===== src/rtl/vector_read_pkg.sv =====
// Shared types and default sizes for the vector load/store datapath.
package vector_read_pkg;

   localparam int I_DEF = 20;
   localparam int L_DEF = 32;
   localparam int A_DEF = 10;
   localparam int IDX_W = $clog2(I_DEF);

   typedef enum logic [1:0] {
      IDLE,
      ISSUE,
      DRAIN,
      DONE
   } read_state_t;

   // Travels alongside an outstanding read so the returning word lands in the right slot.
   typedef struct packed {
      logic             valid;
      logic [IDX_W-1:0] index;
   } tag_t;

endpackage


===== src/rtl/vector_read_module_if.sv =====
// Synchronous data-memory read port: the gather engine drives the master side.
interface vector_read_module_if
   import vector_read_pkg::*;
#(
   parameter int L = L_DEF,
   parameter int A = A_DEF
);
   logic         read_en;
   logic [A-1:0] read_address;
   logic [L-1:0] read_data;

   modport master (output read_en, output read_address, input read_data);
   modport slave  (input read_en, input read_address, output read_data);
endinterface


===== src/rtl/read_latency_pipe.sv =====
// Delay line for read tags; a tag leaves exactly RD_LAT cycles after it was issued,
// in step with the memory's returned word.
module read_latency_pipe
   import vector_read_pkg::*;
#(
   parameter int RD_LAT = 1
) (
   input  logic clk,
   input  logic rst,
   input  tag_t tag_in,
   output tag_t tag_out,
   output logic pending
);

   tag_t stage [RD_LAT];

   // Shift tags one stage per cycle; reset drops every in-flight tag.
   always_ff @(posedge clk) begin
      if (rst) begin
         for (int i = 0; i < RD_LAT; i++) stage[i] <= '0;
      end else begin
         stage[0] <= tag_in;
         for (int i = 1; i < RD_LAT; i++) stage[i] <= stage[i-1];
      end
   end

   assign tag_out = stage[RD_LAT-1];

   // Valid tags still behind the output stage; the output one is consumed this cycle.
   always_comb begin
      pending = 1'b0;
      for (int i = 0; i < RD_LAT - 1; i++) pending = pending | stage[i].valid;
   end

endmodule


===== src/rtl/vector_read_module.sv =====
// Gather engine: issues one scalar or I consecutive item reads from a base address
// and reassembles the returned words into the vector or scalar result register.
module vector_read_module
   import vector_read_pkg::*;
#(
   parameter int I      = I_DEF,
   parameter int L      = L_DEF,
   parameter int A      = A_DEF,
   parameter int RD_LAT = 1
) (
   input  logic                 clk,
   input  logic                 rst,
   input  logic                 start,
   input  logic                 op_type,
   input  logic [A-1:0]         base_address,
   vector_read_module_if.master mem_bus,
   output logic [I-1:0][L-1:0]  vector_data,
   output logic [L-1:0]         scalar_data,
   output logic                 busy,
   output logic                 finished
);

   read_state_t      state, state_nxt;
   logic             op_vec;
   logic [A-1:0]     base_q;
   logic [IDX_W-1:0] issue_cnt;
   logic [IDX_W-1:0] last_idx;
   logic             accept;
   tag_t             tag_in, tag_out;
   logic             pending;

   // A new request is only taken when nothing is in flight.
   assign accept   = start && ((state == IDLE) || (state == DONE));
   assign last_idx = op_vec ? IDX_W'(I - 1) : '0;

   read_latency_pipe #(.RD_LAT(RD_LAT)) u_pipe (
      .clk     (clk),
      .rst     (rst),
      .tag_in  (tag_in),
      .tag_out (tag_out),
      .pending (pending)
   );

   // State register.
   always_ff @(posedge clk) begin
      if (rst) state <= IDLE;
      else     state <= state_nxt;
   end

   // Next state: issue N requests, drain the tag pipe, then a one-cycle DONE.
   always_comb begin
      state_nxt = state;
      case (state)
         IDLE:    if (start) state_nxt = ISSUE;
         ISSUE:   if (issue_cnt == last_idx) state_nxt = DRAIN;
         DRAIN:   if (!pending) state_nxt = DONE;
         DONE:    state_nxt = start ? ISSUE : IDLE;
         default: state_nxt = IDLE;
      endcase
   end

   // Operand latches and issue counter; start while busy leaves them alone.
   always_ff @(posedge clk) begin
      if (rst) begin
         op_vec    <= 1'b0;
         base_q    <= '0;
         issue_cnt <= '0;
      end else if (accept) begin
         op_vec    <= op_type;
         base_q    <= base_address;
         issue_cnt <= '0;
      end else if (state == ISSUE) begin
         issue_cnt <= issue_cnt + 1'b1;
      end
   end

   // Read strobe, wrapping address, status outputs and the tag launched with each read.
   always_comb begin
      mem_bus.read_en      = (state == ISSUE);
      mem_bus.read_address = '0;
      if (state == ISSUE) mem_bus.read_address = base_q + A'(issue_cnt);
      busy     = (state == ISSUE) || (state == DRAIN);
      finished = (state == DONE);
      tag_in   = '{valid: (state == ISSUE), index: issue_cnt};
   end

   // Capture returned words into the slot named by the emerging tag.
   always_ff @(posedge clk) begin
      if (rst) begin
         vector_data <= '0;
         scalar_data <= '0;
      end else if (tag_out.valid) begin
         if (op_vec) vector_data[tag_out.index] <= mem_bus.read_data;
         else        scalar_data <= mem_bus.read_data;
      end
   end

endmodule


===== src/flat_wrapper.sv =====
// flat-port wrapper written by rule: the top's interface ports become plain ports
module vector_read_module_flat import vector_read_pkg::*;
#(
   parameter int I      = I_DEF,
   parameter int L      = L_DEF,
   parameter int A      = A_DEF,
   parameter int RD_LAT = 1
)
  (clk, rst, start, op_type, base_address, vector_data, scalar_data, busy, finished, mem_bus_read_en, mem_bus_read_address, mem_bus_read_data);
  vector_read_module_if #(.L(L), .A(A)) mem_bus_i ();
  input  logic clk;
  input  logic rst;
  input  logic start;
  input  logic op_type;
  input  logic [A-1:0] base_address;
  output logic [I-1:0][L-1:0] vector_data;
  output logic [L-1:0] scalar_data;
  output logic busy;
  output logic finished;
  output wire logic [$bits(mem_bus_i.read_en)-1:0] mem_bus_read_en;
  output wire logic [$bits(mem_bus_i.read_address)-1:0] mem_bus_read_address;
  input wire logic [$bits(mem_bus_i.read_data)-1:0] mem_bus_read_data;
  assign mem_bus_read_en = mem_bus_i.read_en;
  assign mem_bus_read_address = mem_bus_i.read_address;
  assign mem_bus_i.read_data = mem_bus_read_data;
  vector_read_module #(.I(I), .L(L), .A(A), .RD_LAT(RD_LAT)) u_core (.clk(clk), .rst(rst), .start(start), .op_type(op_type), .base_address(base_address), .mem_bus(mem_bus_i), .vector_data(vector_data), .scalar_data(scalar_data), .busy(busy), .finished(finished));
endmodule

===== config.mk =====
export PLATFORM = sky130hd
export DESIGN_NAME = vector_read_module_flat
export DESIGN_NICKNAME = d
export VERILOG_FILES = /design/src/rtl/vector_read_pkg.sv /design/src/rtl/vector_read_module_if.sv /design/src/rtl/read_latency_pipe.sv /design/src/rtl/vector_read_module.sv /design/src/flat_wrapper.sv
export SDC_FILE = /design/constraint.sdc
export NUM_CORES = 1
export LEC_CHECK = 0
export ABC_AREA = 1
export ABC_CLOCK_PERIOD_IN_PS = 2700
export CORE_AREA = 8 8 278 280
export CTS_BUF_LIST = sky130_fd_sc_hd__clkbuf_8
export DETAILED_ROUTE_END_ITERATION = 12
export DIE_AREA = 0 0 286 288
export GPL_ROUTABILITY_DRIVEN = 1
export PLACE_DENSITY = 0.69
export REMOVE_ABC_BUFFERS = 1
export SYNTH_ARGS = -nofsm -noshare
export SYNTH_HDL_FRONTEND = slang
export SYNTH_HIERARCHICAL = 1
export SYNTH_SLANG_ARGS = --single-unit

===== constraint.sdc =====
create_clock -name clk -period 2.7 [get_ports clk]
set_input_delay 0.27 -clock clk [delete_from_list [all_inputs] [get_ports clk]]
set_output_delay 0.27 -clock clk [all_outputs]
set_load 0.005 [all_outputs]

==> flow_summary.json <==
{
  "status": "finished clean",
  "critical_path.startpoint_type": "flop",
  "hold_end": "u_core/vector_data[123]",
  "syn_avg_cell_area_um2": 7.87,
  "drcViolationCount": 0,
  "cts.clk_slew.worst_paths_ps": 60,
  "crit_type": "reg2out",
  "vias_per_cell": 5.00,
  "reg2reg_depth": 6,
  "htree_levels": 3,
  "grt-ovfl-total": 0,
  "yosys.area.top_type_share": 0.553,
  "seq_area_frac_synth": 0.553,
  "cts.sinks": 696,
  "synth.top_cells.by_area": "dfxtp_1 (55%), nor2_1 (19%), o21ai_0 (11%), o21ai_1 (3.0%), nor2_2 (1.9%)",
  "timing.final.setup_violations": 0,
  "vias": 24400,
  "core_area_um2": 72600,
  "setup_ws_ps": 150,
  "gp_congestion": 0.838,
  "synth_top_flop_cell": "dfxtp_1",
  "firstDrtPassIters": 5,
  "worstPathArrival_ps": 2280,
  "worstMarginPinSlew_ps": 1180,
  "drtIter0Drc": 2246,
  "track_usage": 0.245,
  "ys_seq_elements": 696,
  "cap_violations": 0,
  "io_buffers": 730,
  "multi_input_area_um2": 9750,
  "fillerInstances": 6941,
  "fmax_mhz": 392,
  "r2r-start": "u_core/u_pipe/stage[0][4]",
  "synthToLayoutAreaGrowth_pct": 39.5,
  "finalHoldViolCount": 0,
  "grt_pass1_wl_mm": 153,
  "die_h_um": 288,
  "synthTopCellsByCount": "nor2_1 (1308), dfxtp_1 (696), o21ai_0 (538), o21ai_1 (149), buf_2 (94)",
  "cts_tree": "built",
  "powerDensity_nw_per_um2": 631,
  "clk_latency_ps": 720,
  "hpwlAfterDp_mm": 69.3,
  "r2r_end": "u_core/vector_data[421]",
  "clock-root-buffer": "clkbuf_8",
  "syn_inst": 3203,
  "first_global_vias": 22600,
  "yosys.area.top_type": "dfxtp_1",
  "hold_start": "mem_bus_read_data[27]",
  "num_io_pins": 731,
  "rrSetupSlack_ps": 590,
  "num_antenna_cells": 0,
  "cts_made_buffers": 114,
  "maxSlewViolCount": 0,
  "relSlewSlack": 0.211,
  "ys_warn_count": 6,
  "start_util": 0.347,
  "path_max_fanout": 6,
  "synth_most_common_cell": "nor2_1",
  "leakage_nw": 14.9,
  "vdd_drop_max_mv": 0.403,
  "fp.dieW_um": 286,
  "rsz0062_at_grt": "yes",
  "dp_slack_ps": 346,
  "ant_nets": 0,
  "seq_area_um2": 13900,
  "yosysUniqueCellTypes": 32,
  "holdPathStages": 3,
  "end_kind": "output port",
  "clock_path_buffers": 3,
  "synth_async_sr_flop_share": 0,
  "drive_above_1_share": 0.106,
  "finalCriticalPeriod_ps": 2550,
  "syn_area_um2": 25200,
  "grt_max_degree": 94,
  "nNetsFinal": 3896,
  "die_area_um2": 82400,
  "final.setup_skew_ps": 47.0,
  "finalPower_mw": 22.2,
  "post_dp_cell_area_um2": 32700,
  "cp.required_ps": 2430,
  "routed_wl_mm": 109,
  "synth_edf_count": 0,
  "rows": 99,
  "wl_per_cell_um": 22.2,
  "antenna_found_initial": 4,
  "finalInstanceArea_um2": 35200,
  "holdCritPathClass": "in2reg",
  "post-route-period-util": 0.944
}
==> cells by family after synthesis <==
group | after synthesis | share of synthesized area
AOI/OAI and AO/OA | 706 | 0.140
buffers and inverters | 326 | 0.0636
xor gates and xnor gates | 4 | 0.00139
adders and majority gates | 12 | 0.00625
other | 1 | 0.000149
and+or+nand+nor | 1458 | 0.236
DFF | 696 | 0.553
==> placed cells by master (no fill, tap or decap), types with 34 or more instances in the layout <==
cell / n
nor2_2: 79
clkdlybuf4s50_1: 689
buf_4: 53
o21ai_0: 538
nor2_1: 1306
buf_2: 34
o21ai_1: 149
dfxtp_1: 689
inv_1: 64
clkbuf_8: 149
==> registers in the layout, indices dropped and copies added (netlist names) <==
signal,count
u_core/issue_cnt,5
u_core/op_vec,1
u_core/vector_data,640
u_core/scalar_data,32
u_core/state,2
u_core/u_pipe/stage,6
u_core/base_q,10
==> cell type report <==
type                    count  area share
clock inverters            61      0.0104
inverters                  56     0.00647
well taps                 959      0.0341
flip-flops and latches    696       0.397
multi-input cells        2181       0.277
clock buffers             149      0.0583
repair buffers            789       0.217
==> timing repair <==
action                                  CTS  global route
hold endpoints to repair                  4             0
pin swaps                                 6             6
buffers inserted                          1             2
endpoints found under the setup margin   10             6
gates resized for setup                  32             6
hold buffers                              1             0
==> power by group <==
group / leakage [nW] / total, mW / internal (mW) / switching [mW]
Sequential: 5.61 / 10.7 / 10.5 / 0.158
Combinational: 7.94 / 1.99 / 0.727 / 1.27
Clock: 1.39 / 9.53 / 5.15 / 4.38
==> layer usage <==
metal  GRT usage  vias to the layer above  wire length [µm]
li1            -                    11400                 -
met1       0.295                    11500             42500
met2       0.404                     1258             50900
met3      0.0627                      267              9800
met4       0.123                        2              5490
met5           0                        -                 8
==> critical path: stages (launching register included) <==
cell and delay (ps):
dfxtp_4 370, ha_4 300, nand2_1 100, nor2_2 120
nand2_1 70, o211ai_1 170, a21oi_1 120, nor2_1 110
dlygate4sd2_1 240
==> stage by stage <==
step	setup TNS, ps	hold slack [ps]	instances	util
after floorplan	-3671760	342	2933	-
after global placement	0	460	4677	0.450
after detailed placement	0	471	4677	0.450
after CTS	-65.0	15.1	4889	0.484
after global routing	-155	46.8	4891	0.485
final	0	85.8	4891	0.485
==> how the worst max path moves through the flow <==
stage | from | to | slack [ps] | depth (start not counted)
3_5_place_dp | u_core/issue_cnt[0] | mem_bus_read_address[8] | 350 | 11
6_report | u_core/issue_cnt[4] | mem_bus_read_address[7] | 150 | 8
4_1_cts | u_core/issue_cnt[0] | mem_bus_read_address[8] | -70 | 11
5_1_grt | u_core/issue_cnt[4] | mem_bus_read_address[7] | -50 | 8
2_1_floorplan | rst | u_core/issue_cnt[2] | -5900 | 3
3_3_place_gp | u_core/issue_cnt[0] | mem_bus_read_address[8] | 350 | 11
Note: power is estimated with default switching activity, not from simulation.
